==> src/rtl/uart_rx_pkg.sv <==
// Shared types and helpers for the UART receiver.
package uart_rx_pkg;

  localparam int DATA_W = 8;

  // Encoding matches the transmitter so state dumps line up across the link.
  typedef enum logic [2:0] {
    IDLE   = 3'd0,
    START  = 3'd1,
    DATA   = 3'd2,
    PARITY = 3'd3,
    STOP   = 3'd4
  } rx_state_e;

  // Expected parity bit: typ=0 even, typ=1 odd.
  function automatic logic calc_par(input logic [DATA_W-1:0] data, input logic typ);
    return (^data) ^ typ;
  endfunction

endpackage

==> src/rtl/uart_rx_sampler.sv <==
// RX line synchronizer, per-bit oversampling counter and bit-value decision.
// UART_RX_MAJORITY_VOTE_EN selects 3-point majority voting instead of a single mid-bit sample.
module uart_rx_sampler #(
  parameter int PRESCALE = 8
) (
  input  logic clk,
  input  logic reset,
  input  logic rx_in,
  input  logic cnt_en,
  output logic rx_s,
  output logic sample_bit,
  output logic bit_end
);

  localparam int EW = $clog2(PRESCALE);
  localparam logic [EW-1:0] MID  = EW'(PRESCALE / 2);
  localparam logic [EW-1:0] LAST = EW'(PRESCALE - 1);

  logic          rx_m;
  logic [EW-1:0] edge_cnt;

  // Synchronizer resets to the idle line level so reset never looks like a start bit.
  always_ff @(posedge clk) begin
    if (reset) begin
      rx_m <= 1'b1;
      rx_s <= 1'b1;
    end else begin
      rx_m <= rx_in;
      rx_s <= rx_m;
    end
  end

  always_ff @(posedge clk) begin
    if (reset || !cnt_en || edge_cnt == LAST) begin
      edge_cnt <= '0;
    end else begin
      edge_cnt <= edge_cnt + 1'b1;
    end
  end

  assign bit_end = cnt_en && (edge_cnt == LAST);

`ifdef UART_RX_MAJORITY_VOTE_EN
  localparam logic [EW-1:0] MID_LO = EW'(PRESCALE / 2 - 1);
  localparam logic [EW-1:0] MID_HI = EW'(PRESCALE / 2 + 1);

  logic [2:0] votes;

  always_ff @(posedge clk) begin
    if (reset) begin
      votes <= 3'b111;
    end else if (cnt_en) begin
      if (edge_cnt == MID_LO) votes[0] <= rx_s;
      if (edge_cnt == MID)    votes[1] <= rx_s;
      if (edge_cnt == MID_HI) votes[2] <= rx_s;
    end
  end

  assign sample_bit = (votes[0] & votes[1]) | (votes[0] & votes[2]) | (votes[1] & votes[2]);
`else
  logic sample_q;

  always_ff @(posedge clk) begin
    if (reset) begin
      sample_q <= 1'b1;
    end else if (cnt_en && edge_cnt == MID) begin
      sample_q <= rx_s;
    end
  end

  assign sample_bit = sample_q;
`endif

endmodule

==> src/rtl/uart_rx.sv <==
// UART receiver: start, 8 data bits LSB-first, optional parity, stop; 1-cycle result pulses.
// Sampling mode (UART_RX_MAJORITY_VOTE_EN) is chosen inside uart_rx_sampler.
module uart_rx
  import uart_rx_pkg::*;
#(
  parameter int PRESCALE = 8
) (
  input  logic              clk,
  input  logic              reset,
  input  logic              RX_IN,
  input  logic              PAR_EN,
  input  logic              PAR_TYP,
  output logic [DATA_W-1:0] P_DATA,
  output logic              DATA_VALID,
  output logic              PAR_ERR,
  output logic              STP_ERR,
  output logic              Busy
);

  rx_state_e         state;
  logic [2:0]        bit_cnt;
  logic [DATA_W-1:0] shift_reg;
  logic              par_en_q;
  logic              par_typ_q;
  logic              par_bad;
  logic              rx_s;
  logic              sample_bit;
  logic              bit_end;
  logic              cnt_en;

  // The IDLE cycle that sees the start edge is not counted, so bit timing starts in START.
  assign cnt_en = (state != IDLE);
  assign Busy   = (state != IDLE);

  uart_rx_sampler #(.PRESCALE(PRESCALE)) u_sampler (
    .clk        (clk),
    .reset      (reset),
    .rx_in      (RX_IN),
    .cnt_en     (cnt_en),
    .rx_s       (rx_s),
    .sample_bit (sample_bit),
    .bit_end    (bit_end)
  );

  always_ff @(posedge clk) begin
    if (reset) begin
      state      <= IDLE;
      bit_cnt    <= '0;
      shift_reg  <= '0;
      par_en_q   <= 1'b0;
      par_typ_q  <= 1'b0;
      par_bad    <= 1'b0;
      P_DATA     <= '0;
      DATA_VALID <= 1'b0;
      PAR_ERR    <= 1'b0;
      STP_ERR    <= 1'b0;
    end else begin
      DATA_VALID <= 1'b0;
      PAR_ERR    <= 1'b0;
      STP_ERR    <= 1'b0;
      case (state)
        IDLE: begin
          if (!rx_s) begin
            state     <= START;
            par_en_q  <= PAR_EN;
            par_typ_q <= PAR_TYP;
            par_bad   <= 1'b0;
            bit_cnt   <= '0;
          end
        end
        START: begin
          if (bit_end) state <= sample_bit ? IDLE : DATA;
        end
        DATA: begin
          if (bit_end) begin
            shift_reg <= {sample_bit, shift_reg[DATA_W-1:1]};
            bit_cnt   <= bit_cnt + 3'd1;
            if (bit_cnt == 3'd7) state <= par_en_q ? PARITY : STOP;
          end
        end
        PARITY: begin
          if (bit_end) begin
            par_bad <= (calc_par(shift_reg, par_typ_q) != sample_bit);
            state   <= STOP;
          end
        end
        STOP: begin
          if (bit_end) begin
            STP_ERR <= !sample_bit;
            PAR_ERR <= par_bad;
            if (sample_bit && !par_bad) begin
              P_DATA     <= shift_reg;
              DATA_VALID <= 1'b1;
            end
            state <= IDLE;
          end
        end
        default: state <= IDLE;
      endcase
    end
  end

endmodule

==> config.mk <==
export PLATFORM = sky130hd
export DESIGN_NAME = uart_rx
export DESIGN_NICKNAME = d
export VERILOG_FILES = /design/src/rtl/uart_rx_pkg.sv /design/src/rtl/uart_rx_sampler.sv /design/src/rtl/uart_rx.sv
export SDC_FILE = /design/constraint.sdc
export NUM_CORES = 1
export LEC_CHECK = 0
export CORE_ASPECT_RATIO = 1.2
export CORE_MARGIN = 1
export CORE_UTILIZATION = 35
export DETAILED_ROUTE_END_ITERATION = 10
export PLACE_DENSITY_LB_ADDON = 0.2
export SLEW_MARGIN = 20
export SYNTH_ARGS = -nofsm -noshare
export SYNTH_HDL_FRONTEND = slang
export SYNTH_SLANG_ARGS = --single-unit
==> constraint.sdc <==
create_clock -name clk -period 2 [get_ports clk]
set_input_delay 0.3 -clock clk [delete_from_list [all_inputs] [get_ports clk]]
set_output_delay 0.3 -clock clk [all_outputs]
set_load 0.01 [all_outputs]
After elaboration in Yosys (flattened, before gate mapping)

Index checks and enable logic that the tools add are counted.
Widths: inputs -> output; s select.

Add/subtract/negate cells: 2
Eq/ne operators: 14
Muxes and demuxes: 16
Bitwise logic cells: 4
Reductions and logical operators: 20

Operator list:

| operator            | count |
|---|---|
| $mux 3              | 9 |
| $pmux 3 s5          | 1 |
| $eq 3x3->1 const B  | 4 |
| $ne 2x2->1 const B  | 6 |
| $reduce_and 3->1    | 3 |
| $reduce_xor 8->1    | 1 |
| $add 3x1->3 const B | 2 |
| $eq 3x2->1 const B  | 2 |
| $pmux 3 s2          | 1 |
| $reduce_and 6->1    | 1 |
| $reduce_and 2->1    | 2 |
| $reduce_bool 2->1   | 2 |
| $eq 3x1->1 const B  | 1 |
| $logic_and 1x1->1   | 3 |
| $logic_not 1->1     | 3 |
| $logic_not 3->1     | 1 |
| $mux 1              | 3 |
| $not 1->1           | 3 |
| $reduce_bool 3->1   | 1 |
| $reduce_or 3->1     | 1 |
| $logic_or 1x1->1    | 2 |
| $mux 2              | 1 |
| $pmux 1 s2          | 1 |
| $ne 1x1->1          | 1 |
| $xor 1x1->1         | 1 |

Flip-flop bits (word level): 34
Word-level logic and storage cells: 70

Longest topological paths before layout

Gate-level depths: netlist of the first run.

Depth in word-level cells: 5
Mapped depth: 6
Mapped depth without buffers: 6

By module

Synthesis of the first run repeated with hierarchy kept, for this count alone.

Cells, all modules: 163
Area, all modules: 1,493.9 µm²

By module, submodules not included:

| module          | instances | cells each | area each (µm²) |
|---|---|---|---|
| uart_rx         | 1         | 141        | 1,256.2 |
| uart_rx_sampler | 1         | 22         | 237.7 |

Worst setup path after synthesis of the first run

No wires, ideal clock.

Kind: reg-to-reg
From: register u_sampler.edge_cnt[0]
To: register state[1]
Library setup time: 103 ps
Data arrival time: 1,382 ps
Data required time: 1,897 ps
Path slack: 515 ps
Cell stages (with the launch flop): 7
Buffers on the path: 1
Cell sequence: dfxtp_1 > ha_1 > ha_1 > clkbuf_1 > o21ai_1 > o21ai_1 > a2111oi_2

Longest elaborated chain between the ends: 4

RTL lines:

| what                                  | RTL line              | RTL |
|---|---|---|
| start, declared                       | uart_rx_sampler.sv:20 | `logic [EW-1:0] edge_cnt;` |
| start signal, assigned                | uart_rx_sampler.sv:37 | `edge_cnt <= edge_cnt + 1'b1;` |
| $eq 3x3->1 (*)                        | uart_rx_sampler.sv:41 | `assign bit_end = cnt_en && (edge_cnt == LAST);` |
| $logic_and 1x1->1 (*)                 | uart_rx_sampler.sv:41 |  |
| $ne 2x2->1 (no source line)           | n/a                   |  |
| $reduce_and 6->1 (no source line) (*) | n/a                   |  |
| end signal, assigned                  | uart_rx.sv:72         | `if (bit_end) state <= sample_bit ? IDLE : DATA;` |
| end signal, assigned                  | uart_rx.sv:78         | `if (bit_cnt == 3'd7) state <= par_en_q ? PARITY : STOP;` |
| end, declared                         | uart_rx.sv:20         | `rx_state_e state;` |

Mark *: on every way between the ends. The rest lies on a longest branch, timed or not.
A chain may end at the register's enable or synchronous reset.

Worst setup path in the final report of the first run

From: register state[0]
To: output Busy

Longest elaborated chain between the ends: 1

RTL lines:

| what              | RTL line      | RTL |
|---|---|---|
| $reduce_bool 3->1 | uart_rx.sv:33 | `assign Busy = (state != IDLE);` |
| end, declared     | uart_rx.sv:17 | `output logic Busy` |

Every way passes these cells.

==> results.cfg, run 1 <==
[synthesis]
synth_area_leaders = dfxtp_1 (44%), mux2i_1 (7.7%), nand2_1 (5.8%)
ys.flop_type = dfxtp_1
syn_area_um2 = 1550
async_flop_share_pct = 0
synth_top_area_share_pct = 43.91
ys_types = 36
synth-seq-area-share_pct = 43.91
synth_edf_count = 0
yosysMostFrequentCell = dfxtp_1
syn_area_per_cell_um2 = 9.283
syn_nets = 177
yosysWarnings = 0
synth_common_cells = dfxtp_1 (34), nand2_1 (24), nor2_1 (19), a21oi_1 (14), mux2i_1 (12)
synth_top_area_cell = dfxtp_1
ys_ff_latch = 34
syn_inst = 167

[power]
total_power_w = 0.001390
p_leak_nw = 0.7291
powerDensity_nw_per_um2 = 746.6
peakVddDrop_uv = 436.7

[cells_and_area]
drive_above_1_share_pct = 11.29
area_delta_synth_final_pct = 20.10
num-nets-final = 196
diodes = 0
utilization_pct = 43.69

[timing]
slew_headroom_pct = 67.15
period_minus_slack_ns = 1.801
hold_violations = 0
worstMarginPinSlew_ns = 0.4887
rsz0062_at_grt = false
finClkSkew_ns = 0.006724
setup_slack_ns = 0.1991
final_max_slew_viol_count = 0
finalSetupTns_ns = 0
setup_viol = 0
fmaxAchievable_mhz = 555.3
period_share_pct = 90.05

[setup_path]
cp_data_required_time_ns = 1.70
worstSetupPathType = reg2out
cp_max_fo = 3
critPathCaptureType = output port
cp.arrival_ns = 1.50
startpoint_type = flip-flop

[clock_network]
tritoncts = yes
cts_buffer_depth = 2
path_clk_slew_ns = 0.06
numClockSinks = 34
cts_buffers = 5
cts-root-buf = clkbuf_8
cts-hold-fix-buffers = 0
post_cts_buffers = 0
clk_latency_ns = 0.28
cts_resized = 0
htreeDepth = 2

[routing]
dr.first_iter.drc_count = 34
drtAntennaViolNets = 0
vias = 1172
wl_um = 3014
vias_per_cell = 4.843
drc = 0
avgRoutedWirePerCell_um = 12.45
firstDrtPassIters = 6

[floorplan]
core-area_um2 = 4262
floorplan.initialDensity_pct = 36.38
dieArea_um2 = 4701
ios = 17
num_rows = 26
die_y_um = 74.91
die_x_um = 62.76

[run_status]
status = finished, final reports clean

[global_routing]
grt_pass1_wl_um = 5085
grt_max_degree = 32
first_global_vias = 1108
grt_antenna_before_repair = 0
grt_use_total_pct = 14.18
overflow = 0

[worst_hold_path]
hp-class = reg2reg

[job]
cap_violations = 0

[placement]
dp_hpwl_um = 2158
gp_congestion = 0.8446
preCtsSetupSlack_ns = 0.3536
io_buffers = 16
final timing paths:
check	start	to	slack, ns	cells after the start
hold reg to reg	u_sampler.rx_m	u_sampler.rx_s	0.41	1
setup reg to reg	u_sampler.edge_cnt[0]	P_DATA[0]	0.37	6
setup / recovery	state[0]	Busy	0.20	3
hold / removal	u_sampler.rx_m	u_sampler.rx_s	0.41	1
layout by cell type, fill, tap and decap left out:
master           count
a2111oi_2            1
a211oi_1             2
a21oi_1             14
a221oi_1             1
and2_1               4
buf_4                5
bufinv_16            1
clkbuf_8             6
clkdlybuf4s50_1     16
dfxtp_1             34
ha_1                 5
inv_1                4
mux2i_1             12
nand2_1             24
nand2b_1             4
nand3_1              2
nand3b_1             2
nand4_1              2
nand4_4              1
nand4b_1             1
nor2_1              19
nor2_2               1
nor3_1               3
nor3_4               1
nor3b_1              2
nor4_1               1
nor4_2               1
o211ai_1             1
o21ai_0              2
o21ai_1              3
or2_2                3
or4b_1               1
xnor2_1              5
xnor2_2              1
xnor3_1              1
per-layer routing:
metal / GRT usage, % / vias to the layer above / routed length, um
met5: 0 / - / 0
met4: 6.202 / 0 / 44
met3: 4.242 / 5 / 97
met2: 25.00 / 17 / 1502
met1: 16.08 / 552 / 1369
li1: - / 598 / -
worst max-delay path, cell delays in order (launching register included):
cell             delay [ns]
dfxtp_1                0.31
nor3_1                 0.31
inv_1                  0.11
clkdlybuf4s50_1        0.49
cell families after synthesis:
group | count (synthesis) | synth area share [%]
flops | 34 | 43.91
mux | 12 | 7.748
fa+ha+maj | 5 | 4.036
simple gates | 72 | 24.45
compound gates | 24 | 9.120
xor+xnor | 7 | 5.327
buf+inv | 13 | 5.407
report_power, final:
group	internal, W	switching, W
clock network	0.000398	0.000234
registers	0.000684	0.00000519
logic	0.0000294	0.0000393
total	0.00111	0.000278
layout make-up:
class                      count  area, um^2
fill                         416        2400
multi-input combinational    120       785.8
sequential                    34       680.7
timing repair buffer          21       197.7
clock buffer                   6       82.58
tap                           56       70.07
clock inverter                 1       30.03
inverter                       4       15.01
metrics by stage:
stage	instances	cell area (um^2)	hold slack, ns
floorplan	167	1550	0.3895
global placement	235	1749	0.4059
detailed placement	235	1749	0.3996
CTS	242	1862	0.4135
global route	242	1862	0.4371
finish	242	1862	0.4078
Note: power is estimated with default switching activity, not from simulation.
==> run 2, diff against run 1 <==
--- a/config.mk
+++ b/config.mk
@@ -8,6 +8,7 @@
 export CORE_ASPECT_RATIO = 1.2
 export CORE_MARGIN = 1
 export CORE_UTILIZATION = 35
+export CTS_CLUSTER_DIAMETER = 60
 export DETAILED_ROUTE_END_ITERATION = 10
 export PLACE_DENSITY_LB_ADDON = 0.2
 export SLEW_MARGIN = 20
==> results of run 2 <==
The final DEF is identical to that of run 1; final timing and power are the same.
